[config.mk]
export PLATFORM = sky130hd
export DESIGN_NAME = cordic_pipe_rotator
export DESIGN_NICKNAME = d
export VERILOG_FILES = /design/src/rtl/cordic_pkg.sv /design/src/rtl/cordic_stage.sv /design/src/rtl/cordic_pipe_rotator.sv
export SDC_FILE = /design/constraint.sdc
export NUM_CORES = 1
export LEC_CHECK = 0
export BUFFER_PORTS_ARGS = -buffer_cell sky130_fd_sc_hd__buf_2
export CAP_MARGIN = 15
export CORE_MARGIN = 4
export CORE_UTILIZATION = 40
export DETAILED_ROUTE_END_ITERATION = 7
export MAX_ROUTING_LAYER = met4
export PLACE_DENSITY = 0.54
export REMOVE_ABC_BUFFERS = 1
export SLEW_MARGIN = 5
export SYNTH_ARGS = -nofsm -noshare
export SYNTH_HDL_FRONTEND = slang
export SYNTH_SLANG_ARGS = --single-unit
[constraint.sdc]
create_clock -name clk -period 52.5 [get_ports clk]
set_clock_uncertainty 0.15 [all_clocks]
set_input_delay 15.75 -clock clk [delete_from_list [all_inputs] [get_ports clk]]
set_output_delay 15.75 -clock clk [all_outputs]
set_load 0.005 [all_outputs]
[src/rtl/cordic_pkg.sv]
// Shared types and elaboration-time constants for the pipelined CORDIC rotator.
// Angles use binary radians: pi maps to 2^(iw-3) in the internal iw-bit phase word.
package cordic_pkg;

  localparam real PI = 3.14159265358979323846;

  typedef enum logic [1:0] {
    Q_0   = 2'd0,
    Q_POS = 2'd1,
    Q_NEG = 2'd2
  } quad_e;

  function automatic int atan_lut_val(input int i, input int iw);
    real a;
    a = $atan(1.0 / (2.0 ** i)) / PI * (2.0 ** (iw - 3));
    return $rtoi(a + 0.5);
  endfunction

  // Pre-scaled start vector length so the rotated result lands on unit magnitude.
  function automatic int cordic_gain(input int iter, input int iw);
    real k;
    k = 1.0;
    for (int i = 0; i < iter; i++) begin
      k = k / $sqrt(1.0 + 1.0 / (2.0 ** (2 * i)));
    end
    return $rtoi(k * (2.0 ** (iw - 4)) + 0.5);
  endfunction

endpackage

[src/rtl/cordic_stage.sv]
// One registered CORDIC micro-rotation by atan(2^-SHIFT).
// Data moves only when i_en (the pipeline advance) is high.
module cordic_stage
  import cordic_pkg::*;
#(
  parameter int SHIFT     = 0,
  parameter int IW        = 16,
  parameter int TAG_WIDTH = 4
) (
  input  logic                 clk,
  input  logic                 rst,
  input  logic                 i_en,
  input  logic signed [IW-1:0] i_x,
  input  logic signed [IW-1:0] i_y,
  input  logic signed [IW-1:0] i_z,
  input  quad_e                i_quad,
  input  logic [TAG_WIDTH-1:0] i_tag,
  input  logic                 i_valid,
  output logic signed [IW-1:0] o_x,
  output logic signed [IW-1:0] o_y,
  output logic signed [IW-1:0] o_z,
  output quad_e                o_quad,
  output logic [TAG_WIDTH-1:0] o_tag,
  output logic                 o_valid
);

  localparam logic signed [IW-1:0] ATAN = IW'(atan_lut_val(SHIFT, IW));

  logic signed [IW-1:0] w_xs;
  logic signed [IW-1:0] w_ys;
  logic                 w_d;

  logic signed [IW-1:0] r_x;
  logic signed [IW-1:0] r_y;
  logic signed [IW-1:0] r_z;
  quad_e                r_quad;
  logic [TAG_WIDTH-1:0] r_tag;
  logic                 r_valid;

  assign w_xs = i_x >>> SHIFT;
  assign w_ys = i_y >>> SHIFT;
  assign w_d  = ~i_z[IW-1];

  always_ff @(posedge clk) begin
    if (rst) begin
      r_valid <= 1'b0;
    end else if (i_en) begin
      r_valid <= i_valid;
    end
    if (i_en) begin
      if (w_d) begin
        r_x <= i_x - w_ys;
        r_y <= i_y + w_xs;
        r_z <= i_z - ATAN;
      end else begin
        r_x <= i_x + w_ys;
        r_y <= i_y - w_xs;
        r_z <= i_z + ATAN;
      end
      r_quad <= i_quad;
      r_tag  <= i_tag;
    end
  end

  assign o_x     = r_x;
  assign o_y     = r_y;
  assign o_z     = r_z;
  assign o_quad  = r_quad;
  assign o_tag   = r_tag;
  assign o_valid = r_valid;

endmodule

[src/rtl/cordic_pipe_rotator.sv]
// Fully pipelined CORDIC rotator: full-circle angle in, clipped cos/sin out, valid/ready stream.
// Build option CORDIC_ROUND_EN: round-half-up output reduction; undefined gives truncation.
module cordic_pipe_rotator
  import cordic_pkg::*;
#(
  parameter int DATA_WIDTH = 8,
  parameter int ITER       = 12,
  parameter int GUARD      = 6,
  parameter int TAG_WIDTH  = 4
) (
  input  logic                  clk,
  input  logic                  rst,
  input  logic                  in_valid,
  output logic                  in_ready,
  input  logic [DATA_WIDTH-1:0] in_angle,
  input  logic [TAG_WIDTH-1:0]  in_tag,
  output logic                  out_valid,
  input  logic                  out_ready,
  output logic [DATA_WIDTH-1:0] out_cos,
  output logic [DATA_WIDTH-1:0] out_sin,
  output logic [TAG_WIDTH-1:0]  out_tag
);

  localparam int IW = DATA_WIDTH + GUARD + 2;
  localparam logic signed [IW-1:0] HALF_PI   = IW'(1 << (IW - 4));
  localparam logic signed [IW-1:0] X0        = IW'(cordic_gain(ITER, IW));
  localparam logic signed [IW-1:0] ONE_Q     = IW'(1 << (DATA_WIDTH - 2));
  localparam logic signed [IW-1:0] NEG_ONE_Q = -ONE_Q;

  typedef struct packed {
    logic signed [IW-1:0] z;
    quad_e                quad;
    logic [TAG_WIDTH-1:0] tag;
    logic                 valid;
  } fold_t;

  logic                 w_advance;
  logic signed [IW-1:0] w_ang_ext;
  logic signed [IW-1:0] w_fold_z;
  quad_e                w_fold_q;
  fold_t                r_fold;

  logic signed [IW-1:0] w_x     [0:ITER];
  logic signed [IW-1:0] w_y     [0:ITER];
  logic signed [IW-1:0] w_z     [0:ITER];
  quad_e                w_quad  [0:ITER];
  logic [TAG_WIDTH-1:0] w_tag   [0:ITER];
  logic                 w_valid [0:ITER];

  logic signed [IW-1:0] w_c;
  logic signed [IW-1:0] w_s;
  logic signed [IW-1:0] w_c_red;
  logic signed [IW-1:0] w_s_red;
  logic                 w_unused_z;

  // Bubbles are kept in place; the whole pipe stalls only when the output slot is held.
  assign w_advance = ~out_valid | out_ready;
  assign in_ready  = w_advance;

  assign w_ang_ext = {{2{in_angle[DATA_WIDTH-1]}}, in_angle, {GUARD{1'b0}}};

  always_comb begin
    w_fold_z = w_ang_ext;
    w_fold_q = Q_0;
    case (in_angle[DATA_WIDTH-1 -: 2])
      2'b01: begin
        w_fold_z = w_ang_ext - HALF_PI;
        w_fold_q = Q_POS;
      end
      2'b10: begin
        w_fold_z = w_ang_ext + HALF_PI;
        w_fold_q = Q_NEG;
      end
      default: ;
    endcase
  end

  always_ff @(posedge clk) begin
    if (rst) begin
      r_fold.valid <= 1'b0;
    end else if (w_advance) begin
      r_fold.valid <= in_valid;
    end
    if (w_advance) begin
      r_fold.z    <= w_fold_z;
      r_fold.quad <= w_fold_q;
      r_fold.tag  <= in_tag;
    end
  end

  assign w_x[0]     = X0;
  assign w_y[0]     = '0;
  assign w_z[0]     = r_fold.z;
  assign w_quad[0]  = r_fold.quad;
  assign w_tag[0]   = r_fold.tag;
  assign w_valid[0] = r_fold.valid;

  for (genvar gi = 0; gi < ITER; gi++) begin : g_stage
    cordic_stage #(
      .SHIFT     (gi),
      .IW        (IW),
      .TAG_WIDTH (TAG_WIDTH)
    ) u_stage (
      .clk     (clk),
      .rst     (rst),
      .i_en    (w_advance),
      .i_x     (w_x[gi]),
      .i_y     (w_y[gi]),
      .i_z     (w_z[gi]),
      .i_quad  (w_quad[gi]),
      .i_tag   (w_tag[gi]),
      .i_valid (w_valid[gi]),
      .o_x     (w_x[gi+1]),
      .o_y     (w_y[gi+1]),
      .o_z     (w_z[gi+1]),
      .o_quad  (w_quad[gi+1]),
      .o_tag   (w_tag[gi+1]),
      .o_valid (w_valid[gi+1])
    );
  end

  // Residual angle after the last stage is only a convergence error term.
  assign w_unused_z = ^w_z[ITER];

  always_comb begin
    w_c = w_x[ITER];
    w_s = w_y[ITER];
    case (w_quad[ITER])
      Q_POS: begin
        w_c = -w_y[ITER];
        w_s = w_x[ITER];
      end
      Q_NEG: begin
        w_c = w_y[ITER];
        w_s = -w_x[ITER];
      end
      default: ;
    endcase
  end

`ifdef CORDIC_ROUND_EN
  localparam logic signed [IW-1:0] RND = IW'(1 << (GUARD - 1));
  assign w_c_red = (w_c + RND) >>> GUARD;
  assign w_s_red = (w_s + RND) >>> GUARD;
`else
  assign w_c_red = w_c >>> GUARD;
  assign w_s_red = w_s >>> GUARD;
`endif

  function automatic logic [DATA_WIDTH-1:0] clip_q(input logic signed [IW-1:0] v);
    logic signed [IW-1:0] c;
    c = v;
    if (v > ONE_Q) begin
      c = ONE_Q;
    end else if (v < NEG_ONE_Q) begin
      c = NEG_ONE_Q;
    end
    return DATA_WIDTH'(c);
  endfunction

  always_ff @(posedge clk) begin
    if (rst) begin
      out_valid <= 1'b0;
      out_cos   <= '0;
      out_sin   <= '0;
      out_tag   <= '0;
    end else if (w_advance) begin
      out_valid <= w_valid[ITER];
      out_cos   <= clip_q(w_c_red);
      out_sin   <= clip_q(w_s_red);
      out_tag   <= w_tag[ITER];
    end
  end

endmodule
==> qor.yml <==
run_status:
  status: "finished clean"
worst_hold_path:
  min_path_type: "flip-flop to flip-flop"
  whs_path_depth: 0
logic_synthesis:
  synthMuxAreaShare_pct: 0.892
  synth_fa_ha_area_share_pct: 16.6
  ys_warn_count: 0
  synth.distinct_cells: 73
  ys_async_sr_fraction_pct: 0
  ys.flop_type: "edfxtp_1"
  synth_top_family_by_area: "adder cells"
  synth_area_sq_um: 42400
  synth-compound-area-share_pct: 14.0
  synth-seq-cells: 609
  synth-edff-count: 575
  synth-xor-area-share_pct: 10.8
  yosys.area_share.simple_pct: 13.0
  synthCells: 4059
  seq_area_frac_synth_pct: 42.3
  syn_area_per_cell_sq_um: 10.4
cts:
  cts_made_buffers: 72
  post_cts_buffers: 0
  clock-sinks: 609
  hold_buffers: 0
  cts.path.max_buffers: 3
  insertion_delay_ns: 0.62
  ctsRootBufferMaster: "clkbuf_16"
  cts_tree: "done"
  cts.reportedPaths.clkPinSlew_ns: 0.06
  htreeDepth: 3
  ctsResizeCount: 0
finish:
  syn2layout_area_growth_pct: 9.77
  nNetsFinal: 4687
  drive_gt1_share_pct: 5.88
  n_antenna_cell: 0
  most-common-layout-cells: "edfxtp_1, ha_1, a21oi_1, nor2_1, xnor2_1"
  final_common_cell: "edfxtp_1"
  instances_no_fill: 5573
grt:
  grt_pass1_vias: 27661
  grt_first_pass_wirelength_mm: 144
  grt_overflow: 0
  grt_max_degree: 209
  antenna_found_initial: 2
  gr-usage-all-layers_pct: 16.1
place:
  portBuffers: 37
  place.gp.congestion: 0.865
  hpwl_mm: 67.3
  place_inst: 5444
  preCtsSetupSlack_ns: 19.74
critical_path:
  r2r_end: "g_stage[9].u_stage.o_x[14]"
  critPathLaunchType: "primary input"
  crit_start: "out_ready"
  arrival_ns: 16.85
  critPathKind: "primary input to primary output"
  rrSetupSlack_ns: 48.12
  rr_worst_depth: 11
  cp_max_fo: 94
  crit_end: "in_ready"
  cp.required_ns: 36.60
  end_kind: "primary output"
  r2r-start: "g_stage[8].u_stage.o_z[15]"
detailed_routing:
  avgViaCountPerCell: 5.21
  drc: 0
  firstDrtPassIters: 5
  drt-total-wl_mm: 88.0
  avgRoutedWirePerCell_um: 15.8
  ant_nets: 0
  num_vias: 29025
  drt_iter0_markers: 1724
timing:
  tns_ns: 0
  max-slew-margin-rel_pct: 19.9
  setup_viol: 0
  fin_ws_ns: 19.75
  fin_crit_sh_pct: 62.4
  hold_slack_ns: 0.266
  fin_crit_ns: 32.75
  worstMarginPinSlew_ns: 1.20
  slew_viol_final: 0
  rsz0062_at_grt: "no"
  final-hold-violation-count: 0
  fmax_mhz: 30.5
run:
  drv_cap: 0
die:
  initial_core_util_pct: 40.3
  die-area_sq_um: 111000
  io_pins: 38
  dieWidth_um: 334
  coreArea_sq_um: 105000
  fp.dieH_um: 334
  std_cell_rows: 119
-- synthesized netlist by cell type, types with 24 or more instances --
master | number | area share (%)
edfxtp_1 | 575 | 41
ha_1 | 512 | 15
a21oi_1 | 362 | 4.3
nor2_1 | 357 | 3.2
xnor2_1 | 348 | 7.2
nand2_1 | 219 | 1.9
inv_1 | 205 | 1.8
xor2_1 | 173 | 3.6
nor3_1 | 163 | 1.9
o21ai_0 | 139 | 1.6
nand3_1 | 84 | 0.99
a21o_1 | 75 | 1.3
o21a_1 | 61 | 1.1
a31oi_1 | 54 | 0.80
nor2b_1 | 49 | 0.72
and3_1 | 47 | 0.69
clkbuf_1 | 47 | 0.42
nand2b_1 | 35 | 0.52
o21bai_1 | 35 | 0.62
dfxtp_1 | 34 | 1.6
or2_2 | 34 | 0.50
or3_1 | 34 | 0.50
fa_1 | 32 | 1.5
a31o_2 | 30 | 0.62
a211oi_1 | 24 | 0.43
-- worst min-delay path by stage --
stage	startpoint	end
after floorplan	r_fold[5]	g_stage[0].u_stage.o_quad[0]
after global placement	g_stage[7].u_stage.o_tag[1]	g_stage[8].u_stage.o_tag[1]
after detailed placement	g_stage[10].u_stage.o_tag[2]	g_stage[11].u_stage.o_tag[2]
after CTS	g_stage[10].u_stage.o_quad[1]	g_stage[11].u_stage.o_quad[1]
after global routing	g_stage[10].u_stage.o_quad[1]	g_stage[11].u_stage.o_quad[1]
final	g_stage[5].u_stage.o_quad[0]	g_stage[6].u_stage.o_quad[0]
-- kinds of logic after synthesis --
logic type | Yosys count
xor+xnor | 521
fa+ha+maj | 544
mux | 36
buf+inv | 263
other cells | 1
compound gates | 941
simple gates | 1144
flops | 609
-- metal layers --
layer  global-route usage (%)  wire, um
met5                        -         0
met3                     2.17      2750
met1                     20.5     40300
met2                     26.9     42100
met4                     4.97      2770
-- final cells by class --
cell class	instances	area, sq um
Clock inverter	40	368
Inverter	208	788
Fill cell	9931	58700
Timing Repair Buffer	49	300
Multi-Input combinational cell	3187	23400
Sequential cell	609	17900
Clock buffer	89	1940
Tap cell	1391	1740
-- state kept, by name, indices dropped and copies added, names as in the netlist --
signal                   flops
g_stage.u_stage.o_valid     12
out_cos                      8
g_stage.u_stage.o_y        176
out_sin                      8
out_tag                      4
r_fold                      15
g_stage.u_stage.o_quad      24
g_stage.u_stage.o_tag       48
g_stage.u_stage.o_z        141
out_valid                    1
g_stage.u_stage.o_x        172
-- worst max-delay path: stages --
cell and delay [ns]:
buf_2 0.08, nor2b_2 0.03, buf_4 0.21, inv_8 0.48, buf_2 0.23
-- stage by stage --
step	util, %	area (sq um)
global placement	42.0	44200
detailed placement	42.0	44200
floorplan	-	42200
global route	44.2	46500
finish	44.2	46500
CTS	44.2	46500
Power is left out: the tool's default activity adds up to more than one toggle a clock period on the data nets, which glitch-free logic cannot reach.
